$ cat config.mk
export PLATFORM = sky130hd
export DESIGN_NAME = gate_model_bist
export DESIGN_NICKNAME = d
export VERILOG_FILES = /design/src/rtl/gate_model_bist.sv
export SDC_FILE = /design/constraint.sdc
export NUM_CORES = 1
export LEC_CHECK = 0
export CORE_MARGIN = 2
export CORE_UTILIZATION = 40
export CTS_CLUSTER_DIAMETER = 100
export CTS_CLUSTER_SIZE = 40
export DETAILED_ROUTE_END_ITERATION = 7
export GPL_ROUTABILITY_DRIVEN = 0
export PLACE_DENSITY = 0.69
export SYNTH_ARGS = -nofsm -noshare
export SYNTH_HDL_FRONTEND = slang
export SYNTH_SLANG_ARGS = --single-unit
$ cat constraint.sdc
create_clock -name clk -period 3.9 [get_ports clk]
set_clock_uncertainty 0.15 [all_clocks]
set_input_delay 0.585 -clock clk [delete_from_list [all_inputs] [get_ports clk]]
set_output_delay 0.585 -clock clk [all_outputs]
set_load 0.05 [all_outputs]
$ cat src/rtl/gate_model_bist.sv
// Built-in self-test harness: an LFSR drives pseudo-random vectors into a gate model,
// and a MISR compresses the model's responses into a signature that is checked against a golden value.
module gate_model_bist #(
  parameter int               IN_W     = 16,
  parameter int               OUT_W    = 10,
  parameter logic [IN_W-1:0]  POLY_IN  = IN_W'(16'hB400),
  parameter logic [OUT_W-1:0] POLY_OUT = OUT_W'(10'h240),
  parameter logic [IN_W-1:0]  SEED     = IN_W'(16'h0001),
  parameter int               PATTERNS = 256,
  parameter int               DUT_LAT  = 0
) (
  input  logic             clk,
  input  logic             rst,
  input  logic             start,
  input  logic             abort,
  input  logic [OUT_W-1:0] expected_sig,
  output logic [IN_W-1:0]  dut_in,
  input  logic [OUT_W-1:0] dut_out,
  output logic             busy,
  output logic             done,
  output logic             pass,
  output logic [OUT_W-1:0] signature
);

  typedef enum logic [1:0] {IDLE, RUN, FLUSH, DONE} state_t;

  localparam int              CNT_W      = $clog2(PATTERNS + DUT_LAT + 1);
  localparam logic [IN_W-1:0] SEED_EFF   = (SEED == '0) ? IN_W'(1) : SEED;
  localparam logic [CNT_W-1:0] LAST_RUN   = CNT_W'(PATTERNS - 1);
  localparam logic [CNT_W-1:0] LAST_FLUSH = CNT_W'(PATTERNS + DUT_LAT - 1);

  state_t           state, state_nxt;
  logic [IN_W-1:0]  lfsr, lfsr_step;
  logic [OUT_W-1:0] misr, misr_step, sig_final;
  logic [CNT_W-1:0] cnt;
  logic             absorb, accept, kill;

  // Control handshake: start is accepted only in IDLE/DONE, abort only while busy;
  // when both are high the current state decides which one acts, so they never conflict.
  assign accept = start && ((state == IDLE) || (state == DONE));
  assign kill   = abort && busy;

  assign busy      = (state == RUN) || (state == FLUSH);
  assign done      = (state == DONE);
  assign dut_in    = (state == RUN) ? lfsr : '0;
  assign signature = misr;

  assign lfsr_step = {lfsr[IN_W-2:0], ^(lfsr & POLY_IN)};
  assign misr_step = {misr[OUT_W-2:0], ^(misr & POLY_OUT)} ^ dut_out;
  assign sig_final = absorb ? misr_step : misr;

  // The delay line marks which cycles carry a real response at the DUT output.
  if (DUT_LAT == 0) begin : g_nolat
    assign absorb = (state == RUN);
  end else begin : g_lat
    logic [DUT_LAT-1:0] vld, vld_shift;

    always_comb begin
      vld_shift    = vld << 1;
      vld_shift[0] = (state == RUN);
    end

    always_ff @(posedge clk) begin
      if (rst || accept || kill) vld <= '0;
      else                       vld <= vld_shift;
    end

    assign absorb = vld[DUT_LAT-1];
  end

  always_comb begin
    state_nxt = state;
    case (state)
      IDLE, DONE: if (start) state_nxt = RUN;
      RUN: begin
        if (abort)                 state_nxt = IDLE;
        else if (cnt == LAST_RUN)  state_nxt = (DUT_LAT == 0) ? DONE : FLUSH;
      end
      FLUSH: begin
        if (abort)                  state_nxt = IDLE;
        else if (cnt == LAST_FLUSH) state_nxt = DONE;
      end
      default: state_nxt = IDLE;
    endcase
  end

  always_ff @(posedge clk) begin
    if (rst) begin
      state <= IDLE;
      lfsr  <= '0;
      misr  <= '0;
      cnt   <= '0;
      pass  <= 1'b0;
    end else begin
      state <= state_nxt;
      if (accept) begin
        lfsr <= SEED_EFF;
        misr <= '0;
        cnt  <= '0;
        pass <= 1'b0;
      end else if (kill) begin
        // LFSR and MISR stay frozen so the partial signature can be inspected.
        pass <= 1'b0;
      end else if (busy) begin
        if (state == RUN) lfsr <= lfsr_step;
        cnt <= cnt + CNT_W'(1);
        if (absorb) misr <= misr_step;
        if (state_nxt == DONE) pass <= (sig_final == expected_sig);
      end
    end
  end

endmodule
-- Word level (Yosys, flattened, before mapping)
Index checks and enable logic that the tools add are counted.
- multiplexer cells: 10
- bitwise operators: 2
- reductions and logical operators: 17
- equal/unequal tests: 7
- add/sub/neg operators: 1
- operator list (cell ; number):
    $mux W16 ; 1
    $reduce_xor A16 Y1 ; 1
    $eq A10 B10 Y1 ; 1
    $mux W10 ; 1
    $reduce_xor A10 Y1 ; 1
    $xor A10 B10 Y10 ; 1
    $add A9 B1 Y9 const B ; 1
    $eq A9 B8 Y1 const B ; 1
    $eq A2 B2 Y1 const B ; 3
    $mux W2 ; 3
    $reduce_and A3 Y1 ; 2
    $reduce_or A2 Y1 ; 3
    $mux W1 ; 4
    $pmux W2 S2 ; 1
    $reduce_and A2 Y1 ; 2
    $reduce_bool A2 Y1 ; 2
    $reduce_or A3 Y1 ; 1
    $eq A2 B1 Y1 const B ; 1
    $logic_and A1 B1 Y1 ; 2
    $logic_not A2 Y1 ; 1
    $logic_or A1 B1 Y1 ; 2
    $ne A2 B2 Y1 const B ; 1
    $not A1 Y1 ; 1
- output and inout bits: 29
- bits of input ports: 24
- flip-flop bits (word level): 38
- logic and storage cells: 43

-- Depth between registers and ports, before layout
Gate-level depths: netlist of the first run.
- word-level depth: 6
- depth in mapped cells: 8
- gate-level depth less buffers: 8

-- Worst setup path before layout of the first run
Ideal clock, no wire load.
- path kind: register to output
- start point: reg state[1]
- end point: out dut_in[10]
- setup slack: 1757 ps
- data required time: 3165 ps
- cell stages (with the launch flop): 6
- arrival time: 1408 ps
- buffers on the path: 2
- cells stage by stage: dfxtp_1 inv_1 ha_1 buf_2 clkbuf_1 and2_1
- cells in the longest elaborated chain, start to end: 2
- RTL lines (element ; RTL line ; source):
    start, declared ; 32 ; state_t state, state_nxt;
    start signal, assigned ; 95 ; state <= state_nxt;
    $eq A2 B1 Y1 ; 45 ; assign dut_in = (state == RUN) ? lfsr : '0;
    $mux W16 ; 45 ;
    end, declared ; 17 ; output logic [IN_W-1:0] dut_in,
Every way passes these cells.

-- Final worst setup path of the first run
- start point: reg state[1]
- end point: out dut_in[0]
Same word-level chain as after synthesis.

==> flow_summary.json, run 1 <==
{
  "status": "finished clean",
  "ys_warn_count": 0,
  "clk_latency_ns": 0.29,
  "final_common_cell": "clkdlybuf4s50_1",
  "clockRootBuffer": "clkbuf_8",
  "worstPathCellList": "inv_1 > ha_1 > inv_1 > nor2_1 > clkdlybuf4s50_1",
  "post_cts_buffers": 0,
  "power.density_nw_per_um2": 307,
  "slowest_delay_ns": 0.82,
  "dp_hpwl_um": 3250,
  "filler_cell_count": 460,
  "row_count": 25,
  "grt_pass1_wl_um": 7250,
  "crit_fanout": 22,
  "internal_power_mw": 0.580,
  "postCtsResizedCells": 0,
  "fmax_ghz": 0.317,
  "cts_tree": "done",
  "p_switching_mw": 0.226,
  "wirelength_um": 4390,
  "syn-mean-instance-area_um2": 8.48,
  "core_um2": 4790,
  "cts_buffers": 5,
  "synth_cell_types": 34,
  "drt_pass1_iterations": 4,
  "dr_total_vias": 1705,
  "clockBufferDepth": 2,
  "htreeDepth": 2,
  "grt_use_total": 0.172,
  "timing.hold.ws_ns": 0.307,
  "grt_antenna_before_repair": 0,
  "synth_edf_count": 0,
  "period_minus_slack_ns": 3.16,
  "setup_viol": 0,
  "yosysSeqAreaShare": 0.380,
  "setup_tns_ns": 0,
  "cts_hold_buf": 0,
  "async_flop_share": 0,
  "peakVddDrop_v": 0.000177,
  "fin_crit_sh": 0.810,
  "hold_viol_final": 0,
  "path_clk_slew_ns": 0.06,
  "swShare": 0.281,
  "share_comb_of_total_power": 0.190,
  "cpLargestDelayFamily": "buffers and inverters",
  "port_buffers": 52,
  "synth_ff_type": "dfxtp_1",
  "grt_max_degree": 27,
  "max_cap_violations": 0,
  "die_h_um": 74.7,
  "initial_core_util": 0.418,
  "drive_gt1_frac": 0.0455,
  "area_delta_synth_final_pct": 31.5,
  "syn_nets": 265,
  "ff2ff_setup_slack_ns": 1.31,
  "cts.sinks": 38,
  "tightestPinTransition_ns": 0.850,
  "antenna_left": 0,
  "syn_inst": 236,
  "path_buf_inv": 3,
  "synth-seq-cells": 38,
  "critPathKind": "reg -> out",
  "p_clk_frac": 0.312,
  "synth_area_um2": 2000,
  "die_w_um": 74.7,
  "wl_per_cell_um": 12.4,
  "p_seq_frac": 0.498,
  "slew_headroom": 0.434,
  "num_io_pins": 53,
  "slowest_stage": "clkdlybuf4s50_1",
  "crit_path_end_kind": "output port",
  "slew_viol_final": 0,
  "final_cell_mix": "clkdlybuf4s50_1 (52), dfxtp_1 (38), nand2_1 (36)",
  "via_per_inst": 4.83,
  "num_antenna_cells": 0,
  "grt_pass1_vias": 1542,
  "dieArea_um2": 5580,
  "rsz0062_at_grt": "no",
  "leakage_nw": 0.930,
  "crit_path_start_kind": "register",
  "crit_top_cell": "inv_1",
  "drt-initial-drc-count": 70,
  "cp.arrival_ns": 2.42,
  "drcViolationCount": 0,
  "num-nets-final": 315,
  "hp-class": "reg -> reg",
  "critPathRequiredTime_ns": 3.16,
  "grt_overflow": 0
}
## cells by family (layout without fill, tap and decap cells)
group / count (synthesis) / count (layout) / synth area share
XOR/XNOR: 36 / 36 / 0.161
AND/OR/NAND/NOR: 91 / 91 / 0.228
AO/OA/AOI/OAI: 46 / 46 / 0.146
multiplexers: 1 / 1 / 0.00500
adder cells (fa/ha/maj): 5 / 5 / 0.0313
buffers and inverters: 19 / 69 / 0.0475
flip-flops: 38 / 38 / 0.380
## tightest hold or removal path, cell delays in order, from the launching register on
cell and delay, ns:
dfxtp_1 0.31, nand2_1 0.05, a21oi_1 0.05
## power by group through the flow
stage,clock [mW],combinational [mW],sequential (mW)
floorplan,0,0.0949,0.417
global placement,0,0.153,0.410
detailed placement,0,0.154,0.411
CTS,0.259,0.155,0.402
global route,0.274,0.167,0.403
finish,0.251,0.153,0.402
## layout make-up
class | instances | area (µm²) | area share
Clock buffer | 7 | 76.3 | 0.0290
Multi-Input combinational cell | 179 | 1140 | 0.435
Timing Repair Buffer | 54 | 536 | 0.204
Sequential cell | 38 | 761 | 0.289
Inverter | 8 | 30.0 | 0.0114
Tap cell | 67 | 83.8 | 0.0319
## stage by stage
stage          setup WS (ns)  power (mW)  instance area [µm²]  cells  utilization
5_1_grt                0.513       0.845                 2630    353        0.550
3_5_place_dp           0.976       0.565                 2550    346        0.534
2_1_floorplan           1.76       0.512                 2000    236            -
3_3_place_gp            1.06       0.563                 2550    346        0.534
4_1_cts                0.657       0.816                 2630    353        0.550
6_report               0.741       0.807                 2630    353        0.550
## per-layer routing
layer / share of wire / vias to the layer above / GRT usage
li1: - / 887 / -
met1: 0.47 / 781 / 0.231
met2: 0.47 / 31 / 0.273
met3: 0.040 / 6 / 0.0348
met4: 0.010 / 0 / 0.0655
met5: 0 / - / 0
## worst paths after layout
kind | cells past startpoint | end | from
worst min register to register | 2 | lfsr[1] | lfsr[0]
worst min-delay path | 2 | lfsr[1] | lfsr[0]
worst max-delay path | 5 | dut_in[0] | state[1]
worst max register to register | 6 | signature[3] | state[1]
## registers in the layout (all words and copies together), names as in the netlist
name / cells
cnt: 9
signature: 10
lfsr: 16
state: 2
pass: 1
## synthesized netlist by cell type (2+ instances only)
cell,count,share of area
ha_1,5,0.031
nand2b_1,2,0.0063
nor2_1,20,0.038
o21ai_0,7,0.018
a221oi_1,3,0.013
a32oi_1,2,0.0088
a211oi_1,8,0.030
buf_2,7,0.018
dfxtp_1,38,0.38
nand2_1,36,0.068
and2_1,15,0.047
xnor2_1,17,0.074
nand4_1,3,0.0094
nor3_1,6,0.015
xor2_1,18,0.079
a21oi_1,22,0.055
inv_1,8,0.015
or3_1,2,0.0063
buf_4,2,0.0075
Power figures use the tool's default switching activity.
==> inputs of run 2 (changes only) <==
--- a/config.mk
+++ b/config.mk
@@ -11,7 +11,7 @@
 export CTS_CLUSTER_SIZE = 40
 export DETAILED_ROUTE_END_ITERATION = 7
 export GPL_ROUTABILITY_DRIVEN = 0
-export PLACE_DENSITY = 0.69
+export PLACE_DENSITY = 0.72
 export SYNTH_ARGS = -nofsm -noshare
 export SYNTH_HDL_FRONTEND = slang
 export SYNTH_SLANG_ARGS = --single-unit
==> constraint.sdc (replaced) <==
create_clock -name clk -period 2.82 [get_ports clk]
set_clock_uncertainty 0.15 [all_clocks]
set_input_delay 0.423 -clock clk [delete_from_list [all_inputs] [get_ports clk]]
set_output_delay 0.423 -clock clk [all_outputs]
set_load 0.05 [all_outputs]
==> run 2 against run 1 <==
Against the previous run:
- cell area is 1.5% higher
- combinational power up 41%
- final cell count rose by 0.85%
- sequential cell count did not move
- clock-buffer cell count fell by 1
- register-to-register slack lost 0.65 ns
- power grew 68%
- utilization is 0.81 points higher
- non-clock buffer count grew 2
- sequential power grew 38%
- wire length fell by 0.23%
- worst setup slack got worse by 0.30 ns
- largest power group is now the clock network
==> flow_summary.json, run 2 (synthesized netlist as in run 1, its figures left out) <==
{
  "crit_fanout": 12,
  "max_cap_violations": 0,
  "stdcell_count": 356,
  "p_switching_mw": 0.341,
  "htreeDepth": 2,
  "port_buffers": 52,
  "clk_latency_ns": 0.30,
  "slew_viol_final": 0,
  "cts.sinks": 38,
  "fin_util": 0.558,
  "dr_total_vias": 1730,
  "fin_area_um2": 2670,
  "dpl_worst_slack_ns": 0.596,
  "hold_path_depth": 2,
  "drcViolationCount": 0,
  "wl_per_cell_um": 12.3,
  "antenna_left": 0,
  "leakage_nw": 1.01,
  "wirelength_um": 4380,
  "cts_tree": "done",
  "status": "finished clean",
  "grt_pass1_wl_um": 7180,
  "period_minus_slack_ns": 2.38,
  "r2r-start": "state[0]",
  "area_delta_synth_final_pct": 33.5,
  "row_count": 25,
  "cts_hold_buf": 0,
  "fmax_ghz": 0.421,
  "path_clk_slew_ns": 0.08,
  "crit_path_end_kind": "output port",
  "swShare": 0.252,
  "grt_use_total": 0.172,
  "initial_core_util": 0.418,
  "holdCritStartpoint": "lfsr[0]",
  "die_h_um": 74.7,
  "top_register": "lfsr",
  "ff2ff_setup_slack_ns": 0.66,
  "cp.arrival_ns": 1.80,
  "cts_buffers": 5,
  "setup_viol": 0,
  "setup_tns_ns": 0,
  "drt_pass1_iterations": 5,
  "drive_gt1_frac": 0.121,
  "largest_register_ffs": 16,
  "num-nets-final": 317,
  "reg2reg_to": "cnt[5]",
  "dieArea_um2": 5580,
  "dp_hpwl_um": 3160,
  "peakVddDrop_v": 0.000288,
  "hold_viol_final": 0,
  "grt_antenna_before_repair": 0,
  "hold_end": "lfsr[1]",
  "place_inst": 348,
  "critPathRequiredTime_ns": 2.25,
  "place_area_um2": 2530,
  "post_cts_buffers": 0,
  "num_antenna_cells": 0,
  "fin_crit_sh": 0.843,
  "num_io_pins": 53,
  "clockRootBuffer": "clkbuf_8",
  "timing.hold.ws_ns": 0.317,
  "grt_max_degree": 35,
  "die_w_um": 74.7,
  "clockBufferDepth": 2,
  "critPathKind": "reg -> out",
  "rsz0062_at_grt": "no",
  "grt_pass1_vias": 1595,
  "grt_overflow": 0,
  "tightestPinTransition_ns": 0.529,
  "final_common_cell": "dfxtp_1",
  "drt-initial-drc-count": 61,
  "p_clk_frac": 0.430,
  "hp-class": "reg -> reg",
  "p_seq_frac": 0.411,
  "power.density_nw_per_um2": 506,
  "core_um2": 4790,
  "postCtsResizedCells": 0,
  "finalWorstSetupSlack_ns": 0.443,
  "internal_power_mw": 1.01,
  "reg2reg_depth": 6,
  "crit_path_start_kind": "register",
  "p_total_mw": 1.35,
  "slew_headroom": 0.647,
  "final_cell_mix": "dfxtp_1 (38), nand2_1 (36), clkdlybuf4s50_1 (35)",
  "share_comb_of_total_power": 0.159,
  "via_per_inst": 4.86
}
==> run 2: power by group through the flow <==
stage	Clock, mW	Sequential, mW	Combinational (mW)
after CTS	0.585	0.556	0.217
final	0.581	0.556	0.215
after floorplan	0	0.577	0.131
after global routing	0.600	0.557	0.236
after global placement	0	0.568	0.213
after detailed placement	0	0.568	0.215
==> run 2: cell type report <==
class / instances / area, µm²
Fill cell: 449 / 2120
Multi-Input combinational cell: 179 / 1140
Sequential cell: 38 / 761
Timing Repair Buffer: 56 / 508
Tap cell: 67 / 83.8
Clock buffer: 6 / 82.6
Clock inverter: 2 / 60.1
Inverter: 8 / 30.0
==> run 2: routing by layer <==
metal,global-route usage,part of all wire,vias up
met5,0,0,-
met4,0.0952,0.026,0
met3,0.0335,0.046,7
met2,0.276,0.47,33
met1,0.217,0.46,797
li1,-,-,893
==> run 2: critical path, cell delays in order, from the launching register on <==
cell	delay, ns
dfxtp_1	0.41
inv_1	0.08
ha_1	0.63
inv_1	0.16
buf_4	0.23
==> run 2: worst max path at each step <==
stage / slack (ns) / start / depth (start not counted) / end
3_5_place_dp: 0.60 / abort / 5 / signature[0]
2_1_floorplan: 0.83 / state[0] / 8 / pass
3_3_place_gp: 0.64 / abort / 5 / signature[0]
4_1_cts: 0.44 / state[0] / 4 / busy
6_report: 0.44 / state[0] / 4 / busy
5_1_grt: 0.36 / state[0] / 4 / busy
==> inputs of run 3 (changes only) <==
--- a/config.mk
+++ b/config.mk
@@ -11,7 +11,7 @@
 export CTS_CLUSTER_SIZE = 40
 export DETAILED_ROUTE_END_ITERATION = 7
 export GPL_ROUTABILITY_DRIVEN = 0
-export PLACE_DENSITY = 0.72
+export PLACE_DENSITY = 0.69
 export SYNTH_ARGS = -nofsm -noshare
 export SYNTH_HDL_FRONTEND = slang
 export SYNTH_SLANG_ARGS = --single-unit
==> constraint.sdc (replaced) <==
create_clock -name clk -period 2.2 [get_ports clk]
set_clock_uncertainty 0.15 [all_clocks]
set_input_delay 0.33 -clock clk [delete_from_list [all_inputs] [get_ports clk]]
set_output_delay 0.33 -clock clk [all_outputs]
set_load 0.05 [all_outputs]
==> run 3 against run 2 <==
Against the previous run:
- utilization rose by 4.7 points
- sequential power increased by 28%
- worst setup slack worse by 0.32 ns
- critical endpoint is now signature[6]
==> flow_summary.json, run 3 (synthesized netlist as in run 1, its figures left out) <==
{
  "max_cap_violations": 0,
  "cpLargestDelayFamily": "buffers and inverters",
  "status": "finished clean",
  "clockRootBuffer": "clkbuf_8",
  "grt_max_degree": 35,
  "slew_headroom": 0.657,
  "path_clk_slew_ns": 0.07,
  "clockBufferDepth": 2,
  "finalWorstSetupSlack_ns": 0.123,
  "grt.met3_usage": 0.0375,
  "cp.arrival_ns": 1.60,
  "period_minus_slack_ns": 2.08,
  "slew_viol_final": 0,
  "crit_path_start_kind": "register",
  "dr_total_vias": 1756,
  "cts_tree": "done",
  "register_area_um2": 763,
  "swShare": 0.261,
  "clk_latency_ns": 0.29,
  "leakage_nw": 1.06,
  "timing.hold.ws_ns": 0.317,
  "rsz0062_at_grt": "no",
  "place_inst": 351,
  "dpl_worst_slack_ns": 0.206,
  "setup_viol": 0,
  "dieArea_um2": 5580,
  "die_h_um": 74.7,
  "initial_core_util": 0.418,
  "critPathKind": "reg -> out",
  "die_w_um": 74.7,
  "wl_per_cell_um": 12.8,
  "drt_pass1_iterations": 4,
  "wirelength_um": 4600,
  "fmax_ghz": 0.481,
  "grt_pass1_wl_um": 7940,
  "tightestPinTransition_ns": 0.513,
  "dp_hpwl_um": 3430,
  "slowest_delay_ns": 0.85,
  "hold_viol_final": 0,
  "share_comb_of_total_power": 0.187,
  "critPathRequiredTime_ns": 1.72,
  "drt-initial-drc-count": 109,
  "path_buf_inv": 1,
  "p_clk_frac": 0.372,
  "area_delta_synth_final_pct": 44.7,
  "drive_gt1_frac": 0.144,
  "fin_area_um2": 2900,
  "row_count": 25,
  "port_buffers": 52,
  "grt_pass1_vias": 1804,
  "grt_busiest_layer": "met2",
  "grtUsageMet1": 0.232,
  "p_switching_mw": 0.423,
  "reg2reg_depth": 8,
  "largest_register_ffs": 16,
  "core_um2": 4790,
  "top_register": "lfsr",
  "multi_input_area_um2": 1150,
  "place_area_um2": 2770,
  "crit_path_end_kind": "output port",
  "worstPathCellList": "clkdlybuf4s50_1",
  "htreeDepth": 2,
  "grt_antenna_before_repair": 0,
  "crit_fanout": 5,
  "fin_util": 0.605,
  "hold_path_depth": 2,
  "cts.sinks": 38,
  "grt_use_total": 0.186,
  "stdcell_count": 358,
  "antenna_left": 0,
  "drcViolationCount": 0,
  "p_total_mw": 1.62,
  "use_met2": 0.312,
  "num_antenna_cells": 0,
  "num-nets-final": 320,
  "internal_power_mw": 1.20,
  "final_cell_mix": "nand2_1 (36), dfxtp_1 (36), clkdlybuf4s50_1 (34)",
  "cts_buffers": 5,
  "setup_tns_ns": 0,
  "via_per_inst": 4.91,
  "num_io_pins": 53,
  "slowest_stage": "clkdlybuf4s50_1",
  "filler_cell_count": 422,
  "hp-class": "reg -> reg",
  "power.density_nw_per_um2": 559,
  "crit_cells": 1,
  "post_cts_buffers": 0,
  "p_seq_frac": 0.440,
  "peakVddDrop_v": 0.000312,
  "grt_overflow": 0,
  "fin_crit_sh": 0.944
}
==> run 3: changes by cell type in the layout (fill, tap and decap cells not counted), sizes merged <==
cell	delta
buf	+4
bufinv	-1
clkdlybuf4s50	-1
==> run 3: cell type report <==
cell class / instances / share of cell area
multi-input cells: 179 / 0.398
flip-flops and latches: 38 / 0.264
repair buffers: 59 / 0.260
well taps: 67 / 0.0290
clock buffers: 6 / 0.0285
clock inverters: 1 / 0.0104
inverters: 8 / 0.0104
==> run 3: timing repair <==
item | 4_1_cts | 5_1_grt
setup endpoints to repair | 0 | 2
gates resized for setup | 0 | 4
hold buffers | 0 | 0
==> run 3: path summary, 6_finish.rpt <==
kind / slack [ns] / endpoint / startpoint
hold / removal: 0.32 / lfsr[5] / lfsr[4]
setup / recovery: 0.12 / signature[6] / signature[6]
setup reg to reg: 0.24 / pass / cnt[0]
hold reg to reg: 0.32 / lfsr[5] / lfsr[4]
==> run 3: per-layer routing <==
metal	up-vias	wire length [µm]
met1	813	2080
met4	0	97
li1	898	-
met2	36	2230
met3	9	187
met5	-	0
==> run 3: worst min-delay path, cell delays in order, from the launching register on <==
cell     delay [ns]
dfxtp_1        0.32
nand2_1        0.05
a21oi_1        0.05
==> run 3: power groups by stage <==
stage | registers [mW] | clock network, mW | logic, mW
final | 0.712 | 0.602 | 0.303
after global routing | 0.714 | 0.648 | 0.331
after CTS | 0.712 | 0.614 | 0.303
after detailed placement | 0.728 | 0 | 0.301
after global placement | 0.728 | 0 | 0.299
after floorplan | 0.740 | 0 | 0.168
